File: src/rtl/rv_pkg.sv
// Shared RV32I definitions: opcode constants, the NOP encoding and the fetch FSM states.
package rv_pkg;

   localparam logic [6:0] OPC_R      = 7'b0110011;
   localparam logic [6:0] OPC_I      = 7'b0010011;
   localparam logic [6:0] OPC_LOAD   = 7'b0000011;
   localparam logic [6:0] OPC_S      = 7'b0100011;
   localparam logic [6:0] OPC_B      = 7'b1100011;
   localparam logic [6:0] OPC_JAL    = 7'b1101111;
   localparam logic [6:0] OPC_JALR   = 7'b1100111;
   localparam logic [6:0] OPC_LUI    = 7'b0110111;
   localparam logic [6:0] OPC_AUIPC  = 7'b0010111;
   localparam logic [6:0] OPC_SYSTEM = 7'b1110011;

   localparam logic [31:0] NOP_INST = 32'h0000_0013;

   typedef enum logic [0:0] {
      RUN  = 1'b0,
      HALT = 1'b1
   } fetch_state_e;

   // ECALL and EBREAK share the SYSTEM opcode; either one stops fetch.
   function automatic logic is_system(input logic [6:0] opcode);
      return (opcode == OPC_SYSTEM);
   endfunction

endpackage

File: src/rtl/instr_fetch_if.sv
// Fetch-stage bundle: instruction-memory port, decode handshake and redirect/halt signals.
interface instr_fetch_if #(parameter int XLEN = 32);

   logic            IMemReq;
   logic [XLEN-1:0] IMemAddr;
   logic [31:0]     IMemData;
   logic            InstValid;
   logic            InstReady;
   logic [31:0]     Inst;
   logic [XLEN-1:0] PC;
   logic [XLEN-1:0] PCPlus4;
   logic [6:0]      Opcode;
   logic [2:0]      Function3;
   logic [6:0]      Function7;
   logic [4:0]      Rs1;
   logic [4:0]      Rs2;
   logic [4:0]      Rd;
   logic            NextPCSrc;
   logic [XLEN-1:0] BrTarget;
   logic            Halted;

   modport master (
      output IMemReq, IMemAddr, InstValid, Inst, PC, PCPlus4,
             Opcode, Function3, Function7, Rs1, Rs2, Rd, Halted,
      input  IMemData, InstReady, NextPCSrc, BrTarget
   );

   modport slave (
      input  IMemReq, IMemAddr, InstValid, Inst, PC, PCPlus4,
             Opcode, Function3, Function7, Rs1, Rs2, Rd, Halted,
      output IMemData, InstReady, NextPCSrc, BrTarget
   );

endinterface

File: src/rtl/fetch_fifo.sv
// Two-entry {PC, instruction} buffer between instruction memory and decode.
module fetch_fifo
   import rv_pkg::*;
#(
   parameter int XLEN = 32
) (
   input  logic            clk,
   input  logic            rst,
   input  logic            push,
   input  logic            pop,
   input  logic            flush,
   input  logic [XLEN-1:0] push_pc,
   input  logic [31:0]     push_inst,
   output logic [XLEN-1:0] head_pc,
   output logic [31:0]     head_inst,
   output logic [1:0]      count
);

   logic [1:0][XLEN-1:0] pc_q, pc_d;
   logic [1:0][31:0]     inst_q, inst_d;
   logic                 rd_ptr_q, rd_ptr_d;
   logic                 wr_ptr_q, wr_ptr_d;
   logic [1:0]           count_q, count_d;

   // Next-state: flush wins; push and pop may coincide even when full.
   always_comb begin
      pc_d     = pc_q;
      inst_d   = inst_q;
      rd_ptr_d = rd_ptr_q;
      wr_ptr_d = wr_ptr_q;
      count_d  = count_q;
      if (flush) begin
         rd_ptr_d = 1'b0;
         wr_ptr_d = 1'b0;
         count_d  = 2'd0;
      end else begin
         if (push) begin
            pc_d[wr_ptr_q]   = push_pc;
            inst_d[wr_ptr_q] = push_inst;
            wr_ptr_d         = ~wr_ptr_q;
         end else begin
            wr_ptr_d = wr_ptr_q;
         end
         if (pop) begin
            rd_ptr_d = ~rd_ptr_q;
         end else begin
            rd_ptr_d = rd_ptr_q;
         end
         count_d = count_q + {1'b0, push} - {1'b0, pop};
      end
   end

   // Buffer storage and pointers.
   always_ff @(posedge clk) begin
      if (rst) begin
         pc_q     <= {(2*XLEN){1'b0}};
         inst_q   <= {64{1'b0}};
         rd_ptr_q <= 1'b0;
         wr_ptr_q <= 1'b0;
         count_q  <= 2'd0;
      end else begin
         pc_q     <= pc_d;
         inst_q   <= inst_d;
         rd_ptr_q <= rd_ptr_d;
         wr_ptr_q <= wr_ptr_d;
         count_q  <= count_d;
      end
   end

   assign head_pc   = pc_q[rd_ptr_q];
   assign head_inst = inst_q[rd_ptr_q];
   assign count     = count_q;

endmodule

File: src/rtl/instr_fetch.sv
// RV32I fetch stage: owns the PC, keeps at most two words buffered or in flight,
// hands them to decode over valid/ready, follows redirects and stops on ECALL/EBREAK.
module instr_fetch
   import rv_pkg::*;
#(
   parameter int              XLEN     = 32,
   parameter logic [XLEN-1:0] RESET_PC = {XLEN{1'b0}}
) (
   input  logic          clk,
   input  logic          rst,
   instr_fetch_if.master bus
);

   localparam logic [XLEN-1:0] WORD_BYTES = XLEN'(4);
   localparam logic [XLEN-1:0] ALIGN_MASK = ~XLEN'(3);

   fetch_state_e    state_q, state_d;
   logic [XLEN-1:0] fetch_pc_q, fetch_pc_d;
   logic            inflight_q, inflight_d;
   logic [XLEN-1:0] inflight_pc_q, inflight_pc_d;

   logic [XLEN-1:0] head_pc_s;
   logic [31:0]     head_inst_s;
   logic [1:0]      fifo_count_s;
   logic            inst_valid_s, accept_s, halt_s, redirect_s;
   logic            push_s, flush_s, req_s;
   logic [XLEN-1:0] req_addr_s, pc_s;
   logic [31:0]     inst_s;
   logic [2:0]      occupancy_s;

   fetch_fifo #(.XLEN(XLEN)) u_fifo (
      .clk       (clk),
      .rst       (rst),
      .push      (push_s),
      .pop       (accept_s),
      .flush     (flush_s),
      .push_pc   (inflight_pc_q),
      .push_inst (bus.IMemData),
      .head_pc   (head_pc_s),
      .head_inst (head_inst_s),
      .count     (fifo_count_s)
   );

   // Handshake decode, request issue and FSM next state; halt beats redirect.
   always_comb begin
      inst_valid_s  = (fifo_count_s != 2'd0);
      accept_s      = inst_valid_s && bus.InstReady;
      halt_s        = accept_s && is_system(head_inst_s[6:0]);
      redirect_s    = accept_s && bus.NextPCSrc && !halt_s;
      flush_s       = halt_s || redirect_s;
      push_s        = inflight_q && !flush_s;
      occupancy_s   = {1'b0, fifo_count_s} + {2'b00, inflight_q} - {2'b00, accept_s};
      state_d       = state_q;
      req_s         = 1'b0;
      req_addr_s    = fetch_pc_q;
      case (state_q)
         RUN: begin
            if (halt_s) begin
               state_d = HALT;
            end else if (redirect_s) begin
               req_s      = 1'b1;
               req_addr_s = bus.BrTarget & ALIGN_MASK;
            end else if (occupancy_s < 3'd2) begin
               req_s = 1'b1;
            end else begin
               req_s = 1'b0;
            end
         end
         HALT:    state_d = HALT;
         default: state_d = RUN;
      endcase
      fetch_pc_d    = req_s ? (req_addr_s + WORD_BYTES) : fetch_pc_q;
      inflight_d    = req_s;
      inflight_pc_d = req_s ? req_addr_s : inflight_pc_q;
   end

   // FSM state, fetch PC and outstanding-request tracking.
   always_ff @(posedge clk) begin
      if (rst) begin
         state_q       <= RUN;
         fetch_pc_q    <= RESET_PC;
         inflight_q    <= 1'b0;
         inflight_pc_q <= RESET_PC;
      end else begin
         state_q       <= state_d;
         fetch_pc_q    <= fetch_pc_d;
         inflight_q    <= inflight_d;
         inflight_pc_q <= inflight_pc_d;
      end
   end

   // With nothing buffered, PC shows the next address decode will see.
   always_comb begin
      if (inst_valid_s) begin
         pc_s   = head_pc_s;
         inst_s = head_inst_s;
      end else begin
         pc_s   = inflight_q ? inflight_pc_q : fetch_pc_q;
         inst_s = NOP_INST;
      end
   end

   assign bus.IMemReq   = req_s;
   assign bus.IMemAddr  = req_addr_s;
   assign bus.InstValid = inst_valid_s;
   assign bus.Inst      = inst_s;
   assign bus.PC        = pc_s;
   assign bus.PCPlus4   = pc_s + WORD_BYTES;
   assign bus.Opcode    = inst_s[6:0];
   assign bus.Rd        = inst_s[11:7];
   assign bus.Function3 = inst_s[14:12];
   assign bus.Rs1       = inst_s[19:15];
   assign bus.Rs2       = inst_s[24:20];
   assign bus.Function7 = inst_s[31:25];
   assign bus.Halted    = (state_q == HALT);

endmodule

File: src/flat_wrapper.sv
// flat-port wrapper written by rule: the top's interface ports become plain ports
module instr_fetch_flat import rv_pkg::*;
#(
   parameter int              XLEN     = 32,
   parameter logic [XLEN-1:0] RESET_PC = {XLEN{1'b0}}
)
  (clk, rst, bus_IMemReq, bus_IMemAddr, bus_InstValid, bus_Inst, bus_PC, bus_PCPlus4, bus_Opcode, bus_Function3, bus_Function7, bus_Rs1, bus_Rs2, bus_Rd, bus_Halted, bus_IMemData, bus_InstReady, bus_NextPCSrc, bus_BrTarget);
  instr_fetch_if #(.XLEN(XLEN)) bus_i ();
  input  logic clk;
  input  logic rst;
  output wire logic [$bits(bus_i.IMemReq)-1:0] bus_IMemReq;
  output wire logic [$bits(bus_i.IMemAddr)-1:0] bus_IMemAddr;
  output wire logic [$bits(bus_i.InstValid)-1:0] bus_InstValid;
  output wire logic [$bits(bus_i.Inst)-1:0] bus_Inst;
  output wire logic [$bits(bus_i.PC)-1:0] bus_PC;
  output wire logic [$bits(bus_i.PCPlus4)-1:0] bus_PCPlus4;
  output wire logic [$bits(bus_i.Opcode)-1:0] bus_Opcode;
  output wire logic [$bits(bus_i.Function3)-1:0] bus_Function3;
  output wire logic [$bits(bus_i.Function7)-1:0] bus_Function7;
  output wire logic [$bits(bus_i.Rs1)-1:0] bus_Rs1;
  output wire logic [$bits(bus_i.Rs2)-1:0] bus_Rs2;
  output wire logic [$bits(bus_i.Rd)-1:0] bus_Rd;
  output wire logic [$bits(bus_i.Halted)-1:0] bus_Halted;
  input wire logic [$bits(bus_i.IMemData)-1:0] bus_IMemData;
  input wire logic [$bits(bus_i.InstReady)-1:0] bus_InstReady;
  input wire logic [$bits(bus_i.NextPCSrc)-1:0] bus_NextPCSrc;
  input wire logic [$bits(bus_i.BrTarget)-1:0] bus_BrTarget;
  assign bus_IMemReq = bus_i.IMemReq;
  assign bus_IMemAddr = bus_i.IMemAddr;
  assign bus_InstValid = bus_i.InstValid;
  assign bus_Inst = bus_i.Inst;
  assign bus_PC = bus_i.PC;
  assign bus_PCPlus4 = bus_i.PCPlus4;
  assign bus_Opcode = bus_i.Opcode;
  assign bus_Function3 = bus_i.Function3;
  assign bus_Function7 = bus_i.Function7;
  assign bus_Rs1 = bus_i.Rs1;
  assign bus_Rs2 = bus_i.Rs2;
  assign bus_Rd = bus_i.Rd;
  assign bus_Halted = bus_i.Halted;
  assign bus_i.IMemData = bus_IMemData;
  assign bus_i.InstReady = bus_InstReady;
  assign bus_i.NextPCSrc = bus_NextPCSrc;
  assign bus_i.BrTarget = bus_BrTarget;
  instr_fetch #(.XLEN(XLEN), .RESET_PC(RESET_PC)) u_core (.clk(clk), .rst(rst), .bus(bus_i));
endmodule
File: config.mk
export PLATFORM = sky130hd
export DESIGN_NAME = instr_fetch_flat
export DESIGN_NICKNAME = d
export VERILOG_FILES = /design/src/rtl/rv_pkg.sv /design/src/rtl/instr_fetch_if.sv /design/src/rtl/fetch_fifo.sv /design/src/rtl/instr_fetch.sv /design/src/flat_wrapper.sv
export SDC_FILE = /design/constraint.sdc
export NUM_CORES = 1
export LEC_CHECK = 0
export CORE_UTILIZATION = 40
export DETAILED_ROUTE_END_ITERATION = 8
export PLACE_DENSITY_LB_ADDON = 0.3
export SYNTH_ARGS = -nofsm -noshare
export SYNTH_HDL_FRONTEND = slang
export SYNTH_SLANG_ARGS = --single-unit
File: constraint.sdc
create_clock -name clk -period 6 [get_ports clk]
set_clock_uncertainty 0.1 [all_clocks]
set_input_delay 0.6 -clock clk [delete_from_list [all_inputs] [get_ports clk]]
set_output_delay 0.6 -clock clk [all_outputs]
set_load 0.02 [all_outputs]
Yosys cells after proc, flatten, opt, wreduce, memory -nomap -nowiden
Cells that the tools add are included.

Add/subtract/negate cells: 6. Reduce and logical (&&, ||, !) cells: 12. Bitwise operators: 4. Magnitude comparators: 4. Muxes and demuxes: 20. Equal/unequal tests: 1.

Operators by type and width (count): $mux W32 (11); $bwmux W64 (2); $add A32 B3 Y32 const B (2); $demux W32 S1 (1); $eq A7 B7 Y1 const B (1); $logic_and A1 B1 Y1 (6); $mux W1 (5); $lt A1 B2 Y1 const B (2); $not A1 Y1 (4); $add A2 B1 Y3 (1); $lt A3 B2 Y1 const B (1); $sub A3 B1 Y3 (1); $add A2 B1 Y2 (1); $logic_not A1 Y1 (2); $pmux W1 S2 (1); $reduce_and A2 Y1 (1); $reduce_bool A2 Y1 (1); $reduce_or A2 Y1 (1); $sub A2 B1 Y2 (1); $ge A1 B1 Y1 const B (1); $logic_or A1 B1 Y1 (1).

Bits of input ports: 68. Register bits: 198. Output and inout port bits: 163.

Longest topological paths before layout
Gate-level depths: netlist of run 1.

Word-level depth: 11. Gate-level depth with buffers: 17. Depth with buffers taken out: 14.

Cells and area by module
A second synthesis of run 1 with hierarchy kept.

Cells, all modules: 1312. Area total of the unflattened synthesis: 11847.6 sq um.

By module, submodules not included: fetch_fifo (cells an instance 575, sequential area each 2642.5 sq um, area an instance 6206.0 sq um, instances 1); instr_fetch (cells an instance 737, sequential area each 1281.2 sq um, area an instance 5641.7 sq um, instances 1).

Worst setup path before layout of run 1
OpenSTA, ideal clock, no wires.

Path type: reg2out. Start: reg u_core.u_fifo.count_q[1], in the netlist u_core.u_fifo.count[1]. End: out bus_PCPlus4[30]. Buffers on the path: 6. Data arrival time: 4.374 ns. Path slack: 0.926 ns. Cell stages (with the launch flop): 16. Required time: 5.300 ns. Path through: dfxtp_1 -> nor2_4 -> buf_2 -> buf_1 -> clkbuf_1 -> clkbuf_1 -> buf_1 -> a211oi_1 -> a21oi_1 -> ha_1 -> o2111ai_1 -> or4_1 -> clkbuf_1 -> nor2_1 -> nand4_1 -> xnor2_1.

Cells in the longest elaborated chain, start to end: 3.

Ends and longest elaborated chain: start, declared (RTL line fetch_fifo.sv:23) `logic [1:0] count_q, count_d;`; start signal, assigned (RTL line fetch_fifo.sv:66) `count_q <= count_d;`; $reduce_bool A2 Y1 (RTL line instr_fetch.sv:46) `inst_valid_s = (fifo_count_s != 2'd0);`; $mux W32 (RTL line instr_fetch.sv:94) `if (inst_valid_s) begin`; net bus_PC[3] (RTL line flat_wrapper.sv:15) `output wire logic [$bits(bus_i.PC)-1:0] bus_PC;`; $add A32 B3 Y32 (RTL line instr_fetch.sv:108) `assign bus.PCPlus4 = pc_s + WORD_BYTES;`; end, declared (RTL line flat_wrapper.sv:16) `output wire logic [$bits(bus_i.PCPlus4)-1:0] bus_PCPlus4;`.

The timed path passes the listed nets, and every way through them passes these cells.

Worst setup path in the final report of run 1
Start: reg u_core.u_fifo.count_q[1], in the netlist u_core.u_fifo.count[1]. End: out bus_PCPlus4[30].

Cells in the longest elaborated chain, start to end: 3.

Ends and longest elaborated chain (RTL line): $reduce_bool A2 Y1 (instr_fetch.sv:46); $mux W32 (instr_fetch.sv:94); $add A32 B3 Y32 (instr_fetch.sv:108).

Every way passes these cells.

==> run metrics, run 1 <==
Skew-Pair Late Insertion Delay=430 ps; Crit path arrival time=4440 ps; vias in the first global route=9221; power density cells=452 nW/um2; most frequent cells in the layout=nand2_1 (316), clkdlybuf4s50_1 (227), dfxtp_1 (194); Async S/R FF share, synth=0; Comb power frac=0.510; FMAX=195 MHz; hold crit path type=in2reg; Crit Path Max Fanout=27; Setup crit start=u_core.u_fifo.count[1]; drt pass-1 iters=7; clk slew on worst S/H paths=80 ps; CTS max path bufs=2; Die Span X=165 um; Min Hold Slack=244 ps; WS Path Type=reg2out; Starting Density=0.408; reg2reg end=u_core.fetch_pc_q[26]; Worst R2R Start=u_core.u_fifo.count[1]; synth unique cells=67; final-layout fill cell count=2530; # setup viols final=0; share of layout cells above drive strength 1=0.0536; clock root buffer=clkbuf_16; syn_area_per_cell=7.63 um2; max_cap viols=0; CP Capture Type=output pin; Net Sw Power=2730 uW; top cells by area, synth=dfxtp_1 (37%), nand2_1 (11%), mux2i_1 (9.8%); Top FF cell, synth=dfxtp_1; maximum vdd drop=0.733 mV; post-CTS resize count=0; Top Ports=231; Worst slew margin=0.343; Final Util=0.516; DRC=0; Yosys reg bits=196; DP Wirelength=21800 um; total wire length=31700 um; register area=3930 um2; GP Congestion=0.901; synthesized instance count=1392; fin crit share=0.856; Final Max Tran Viols=0; CTS Hold Bufs=0; outcome=completed; Period minus WS final=5140 ps; ANT nets after route=0; Int Power=3350 uW; Synth top area share=0.369; H-tree levels=4; postcts setup bufs=0; global route overflow=0; Initial DRC Count=766; reg-to-reg slack, setup=1650 ps; Hold Path Origin=rst; Synth Net Count=1465; area of the core=26100 um2; reg2reg path depth=14; number of port buffers=228; Leak=0.00467 uW; Fin. Hold Viols=0; Die Span Y=165 um; die footprint=27200 um2; vias per cell=5.45; drt wl/cell=16.8 um; Site Rows=59; area grow syn2layout=26.6%; Post-synth EDFFs=0; largest net degree at the start of global routing=91; RSZ-0062 raised after global routing=false; Multi-input gate area=5920 um2; Clk pwr share=0.185; gr usage total=0.230; worst-margin pin slew=986 ps; final net count=1608; global-route wire length before repair=49300 um; total clock sinks=196; Min-Delay Endpoint=u_core.fetch_pc_q[13]; CTS tree=yes; critical path startpoint category=flip-flop; Net Sw Frac=0.450; ANT cells=0; vias post-DR=10300; most common cell after layout, fill and taps aside=nand2_1; sequential cell fraction of total power=0.306; Worst Hold Depth=2; register area share after synthesis=0.369; initial antenna violation count=0; YS warnings=0; CP required=5300 ps; cell taking the most area after synthesis=dfxtp_1; TNS Setup=0 ps; CTS Buf Count=17; Mapped Area=10600 um2
critical path, cell delays in order, from the launching register on:
cell and delay, ps:
dfxtp_1 390, nor2_4 580, inv_4 310, mux2i_1 380, o2111ai_1 300, or4_1 770, nor2_1 320, nand4_1 160
xnor2_1 170, clkdlybuf4s50_1 620
power by group through the flow:
stage,combinational [uW],clock (uW),sequential (uW)
global placement,3070,0,1870
CTS,3110,1150,1850
global route,3350,1200,1890
floorplan,2070,0,1710
detailed placement,3100,0,1880
finish,3100,1120,1860
worst max-delay path by stage:
stage | end | slack (ps)
floorplan | bus_PCPlus4[30] | 930
global placement | bus_PCPlus4[30] | 1340
detailed placement | bus_PCPlus4[30] | 1330
CTS | bus_PCPlus4[30] | 840
global route | bus_PCPlus4[30] | 610
finish | bus_PCPlus4[30] | 860
cell usage after synthesis (all sizes together) (3+ instances only):
master   number
nand4        10
or2           5
nand3        43
o211ai        9
and3         10
and2         14
a21oi       160
nand2b        4
nand3b        6
o311ai        4
o22ai         5
o21a          4
a211o         3
buf          65
clkbuf       65
nor2b        14
xnor2        32
mux2i       104
ha            4
nand2       316
or4           7
mux2          8
xor2         14
or3           4
nor3         31
a211oi       50
inv          34
nor2         98
and4          4
o21ai        25
dfxtp       196
o2111ai       5
a31oi         7
per-stage QoR:
stage | cells | cell area, um2 | setup slack [ps] | power, uW
2_1_floorplan | 1392 | 10600 | 926 | 3780
3_3_place_gp | 1851 | 12900 | 1340 | 4940
3_5_place_dp | 1851 | 12900 | 1330 | 4970
4_1_cts | 1883 | 13500 | 843 | 6100
5_1_grt | 1883 | 13500 | 606 | 6450
6_report | 1883 | 13500 | 863 | 6080
layout make-up:
class / count / area share
well taps: 335 / 0.0312
clock buffers: 19 / 0.0329
inverters: 36 / 0.0102
flip-flops and latches: 196 / 0.292
repair buffers: 254 / 0.184
multi-input cells: 1030 / 0.440
clock inverters: 13 / 0.00995
cell families after synthesis:
logic type | synth area share
fa+ha+maj | 0.00660
xor+xnor | 0.0379
flops | 0.369
compound gates | 0.167
buf+inv | 0.0757
simple gates | 0.237
mux | 0.106
registers in the layout, indices dropped and copies added (netlist names):
signal / flops
u_core.bus.Halted: 1
u_core.u_fifo.count: 2
u_core.inflight_q: 1
u_core.inflight_pc_q: 30
u_core.fetch_pc_q: 32
u_core.u_fifo.inst_q: 64
u_core.u_fifo.pc_q: 64
u_core.u_fifo.rd_ptr_q: 1
u_core.u_fifo.wr_ptr_q: 1
routing by layer:
metal	vias to the layer above	GRT usage	share of wire
met4	0	0.0742	0.022
met2	411	0.365	0.45
met1	4763	0.319	0.46
met5	-	0	0
met3	39	0.0347	0.069
li1	5055	-	-
Note: power is estimated with default switching activity, not from simulation.
==> run 2, diff against run 1 <==
--- a/config.mk
+++ b/config.mk
@@ -7,7 +7,8 @@
 export LEC_CHECK = 0
 export CORE_UTILIZATION = 40
 export DETAILED_ROUTE_END_ITERATION = 8
-export PLACE_DENSITY_LB_ADDON = 0.3
+export PLACE_DENSITY_LB_ADDON = 0.25
 export SYNTH_ARGS = -nofsm -noshare
 export SYNTH_HDL_FRONTEND = slang
+export SYNTH_HIERARCHICAL = 1
 export SYNTH_SLANG_ARGS = --single-unit
==> run 2 against run 1 <==
  * Clock-buffer cell count down 2
  * First-iteration DRC count down 4.8%
  * Global-route usage down 2.2 points
  * Register-to-register slack worse by 100 ps
  * Worst hold slack better by 130 ps
  * Cell area up 8.9%
  * Largest cell class unchanged
  * Highest routed layer unchanged
==> run metrics, run 2 <==
outcome=completed; reg2reg path depth=13 (-1); CTS Hold Bufs=0 (unchanged); slowest cell on the critical path=clkdlybuf4s50_1; GP Congestion=0.898 (-0.33%); biggest regs=u_core/u_fifo/inst_q (64), u_core/u_fifo/pc_q (64), u_core/fetch_pc_q (32); WS Path Type=reg2out; synth cell count leaders=nand2b_1 (197), dfxtp_1 (196), mux2i_1 (179); post-route setup slack=1010 ps (+144 ps); fin crit share=0.832 (-0.0240); # setup viols final=0 (unchanged); Worst path top cell family by delay=simple AND/OR/NAND/NOR gates; Site Rows=62 (+5.1%); largest net degree at the start of global routing=125 (+37%); worst-margin pin slew=967 ps (-18.6 ps); Synth top area share=0.331 (-0.0381); Min Hold Slack=375 ps (+131 ps); Initial DRC Count=729 (-4.8%); worst path bufs/invs=3 (+1); TNS Setup=0 ps (unchanged); Leak=0.00583 uW (+25%); most frequent cells in the layout=clkdlybuf4s50_1 (227), nand2b_1 (197), dfxtp_1 (195); Net Sw Frac=0.449 (-0.000500); CTS max path bufs=2 (unchanged); dpl cells=1816 (-1.9%); DP Wirelength=22500 um (+3.4%); DP Worst Slack=1320 ps (-10.0 ps); synth unique cells=72 (+7.5%); Comb power frac=0.551 (+0.041); Clk pwr share=0.178 (-0.007); initial antenna violation count=0 (unchanged); Crit Path Max Fanout=21 (-22%); CTS tree=yes; Skew-Pair Late Insertion Delay=440 ps (about the same); global-route wire length before repair=51000 um (+3.4%); Top Ports=231 (unchanged); Die Span Y=174 um (+5.5%); RSZ-0062 raised after global routing=false; hold crit path type=reg2reg; Worst Hold Depth=2 (unchanged); delay of the slowest cell on the worst path=670 ps (-100 ps); CP required=5300 ps (about the same); YS warnings=6 (+6); crit path cell chain=buf_4 > nor2_8 > inv_2 > o21ai_1 > nor4b_4 > nand4_4 > nor4_2 > xor2_1 > clkdlybuf4s50_1; syn_area_per_cell=9.03 um2 (+18%); Fin. Hold Viols=0 (unchanged); WP depth=9 (unchanged); Net Sw Power=2960 uW (+8.1%); vias in the first global route=9349 (+1.4%); Crit path arrival time=4290 ps (-150 ps); gr usage total=0.209 (-0.0216); Post-synth EDFFs=0 (unchanged); post-synthesis compound-gate area fraction=0.0738 (-0.0934); drt pass-1 iters=5 (-2); Die Span X=174 um (+5.5%); Final Non-Filler Cells=1848 (-1.9%); most common cell after layout, fill and taps aside=clkdlybuf4s50_1; sequential cell fraction of total power=0.271 (-0.035); ANT nets after route=0 (unchanged); Int Power=3630 uW (+8.3%); count leader, synth=nand2b_1; CP Capture Type=output pin; mux share of post-synthesis cell area=0.229 (+0.123); drt wl/cell=17.3 um (+2.9%); Tot Pwr=6580 uW (+8.3%); total clock sinks=196 (unchanged); vias per cell=5.19 (-4.8%); CTS Buf Count=17 (unchanged); Final Max Tran Viols=0 (unchanged); Post-Synth Simple-Gate Area=0.244 (+0.00766); H-tree levels=4 (unchanged); top cells by area, synth=dfxtp_1 (33%), mux2i_1 (15%), nand2b_1 (10%); area of the core=28900 um2 (+11%); area grow syn2layout=23.6%; critical path startpoint category=flip-flop; Yosys reg bits=196 (unchanged); clock root buffer=clkbuf_16; share of layout cells above drive strength 1=0.111 (+0.0577); number of port buffers=228 (unchanged); total wire length=32000 um (+1.0%); ANT cells=0 (unchanged); Worst slew margin=0.355 (+0.0124); vias post-DR=9597 (-6.5%); Starting Density=0.409 (+0.00176); synthesized instance count=1312 (-5.7%); Async S/R FF share, synth=0 (unchanged); die footprint=30300 um2 (+11%); clk slew on worst S/H paths=80 ps (about the same); global route overflow=0 (unchanged); power density cells=449 nW/um2 (-0.58%); xor/xnor share of the synthesized area=0.0374 (-0.000537); cell taking the most area after synthesis=dfxtp_1; Top FF cell, synth=dfxtp_1; post-CTS resize count=0 (unchanged); final net count=1524 (-5.2%); adder-cell share of the synthesized area=0.00591 (-0.000681); register area share after synthesis=0.331 (-0.0381); maximum vdd drop=0.907 mV (+24%); Period minus WS final=4990 ps (-144 ps); combinational family with the most area after synthesis=simple AND/OR/NAND/NOR gates; max_cap viols=0 (unchanged); FMAX=200 MHz (+2.9%); postcts setup bufs=0 (unchanged); Synth Net Count=1385 (-5.5%); DRC=0 (unchanged); Mapped Area=11800 um2 (+12%)
run 2: per-layer routing:
metal | vias up | GRT usage | share of wire
li1 | 4755 | - | -
met1 | 4557 | 0.301 | 0.50
met2 | 266 | 0.331 | 0.45
met3 | 19 | 0.0328 | 0.045
met4 | 0 | 0.0358 | 0.0099
met5 | - | 0 | 0
run 2: logic make-up (layout without fill, tap and decap cells):
logic type | Yosys count | count (layout)
simple gates | 494 | 494
mux | 261 | 261
flops | 196 | 196
buf+inv | 183 | 335
compound gates | 124 | 124
xor+xnor | 49 | 49
fa+ha+maj | 5 | 5
run 2: final timing paths:
kind / start / to / slack, ps
max reg2reg: u_core/u_fifo/rd_ptr_q / u_core/fetch_pc_q[26] / 1550
max: u_core/u_fifo/count[1] / bus_PCPlus4[31] / 1010
min: u_core/u_fifo/inst_q[29] / u_core/u_fifo/inst_q[29] / 380
min reg2reg: u_core/u_fifo/inst_q[29] / u_core/u_fifo/inst_q[29] / 380
run 2: per-stage QoR:
step,utilization,instance area (um2)
2_1_floorplan,-,11800
3_3_place_gp,0.485,14000
6_report,0.506,14600
4_1_cts,0.506,14600
5_1_grt,0.506,14600
3_5_place_dp,0.485,14000
run 2: area by class of cell:
cell class / count / area, um2
Fill cell: 2698 / 14300
Multi-Input combinational cell: 933 / 7000
Sequential cell: 196 / 3930
Timing Repair Buffer: 244 / 2410
Tap cell: 384 / 480
Clock buffer: 17 / 425
Inverter: 59 / 221
Clock inverter: 15 / 180
run 2: tightest hold or removal path, cell delays in order (launching register included):
cell and delay (ps):
dfxtp_1 320, nand2b_1 60, mux2i_1 60
run 2: power by group through the flow:
stage | clock, uW | sequential [uW] | combinational, uW
finish | 1170 | 1790 | 3630
global route | 1240 | 1820 | 3900
CTS | 1190 | 1780 | 3640
detailed placement | 0 | 1810 | 3620
global placement | 0 | 1800 | 3590
floorplan | 0 | 1710 | 2550
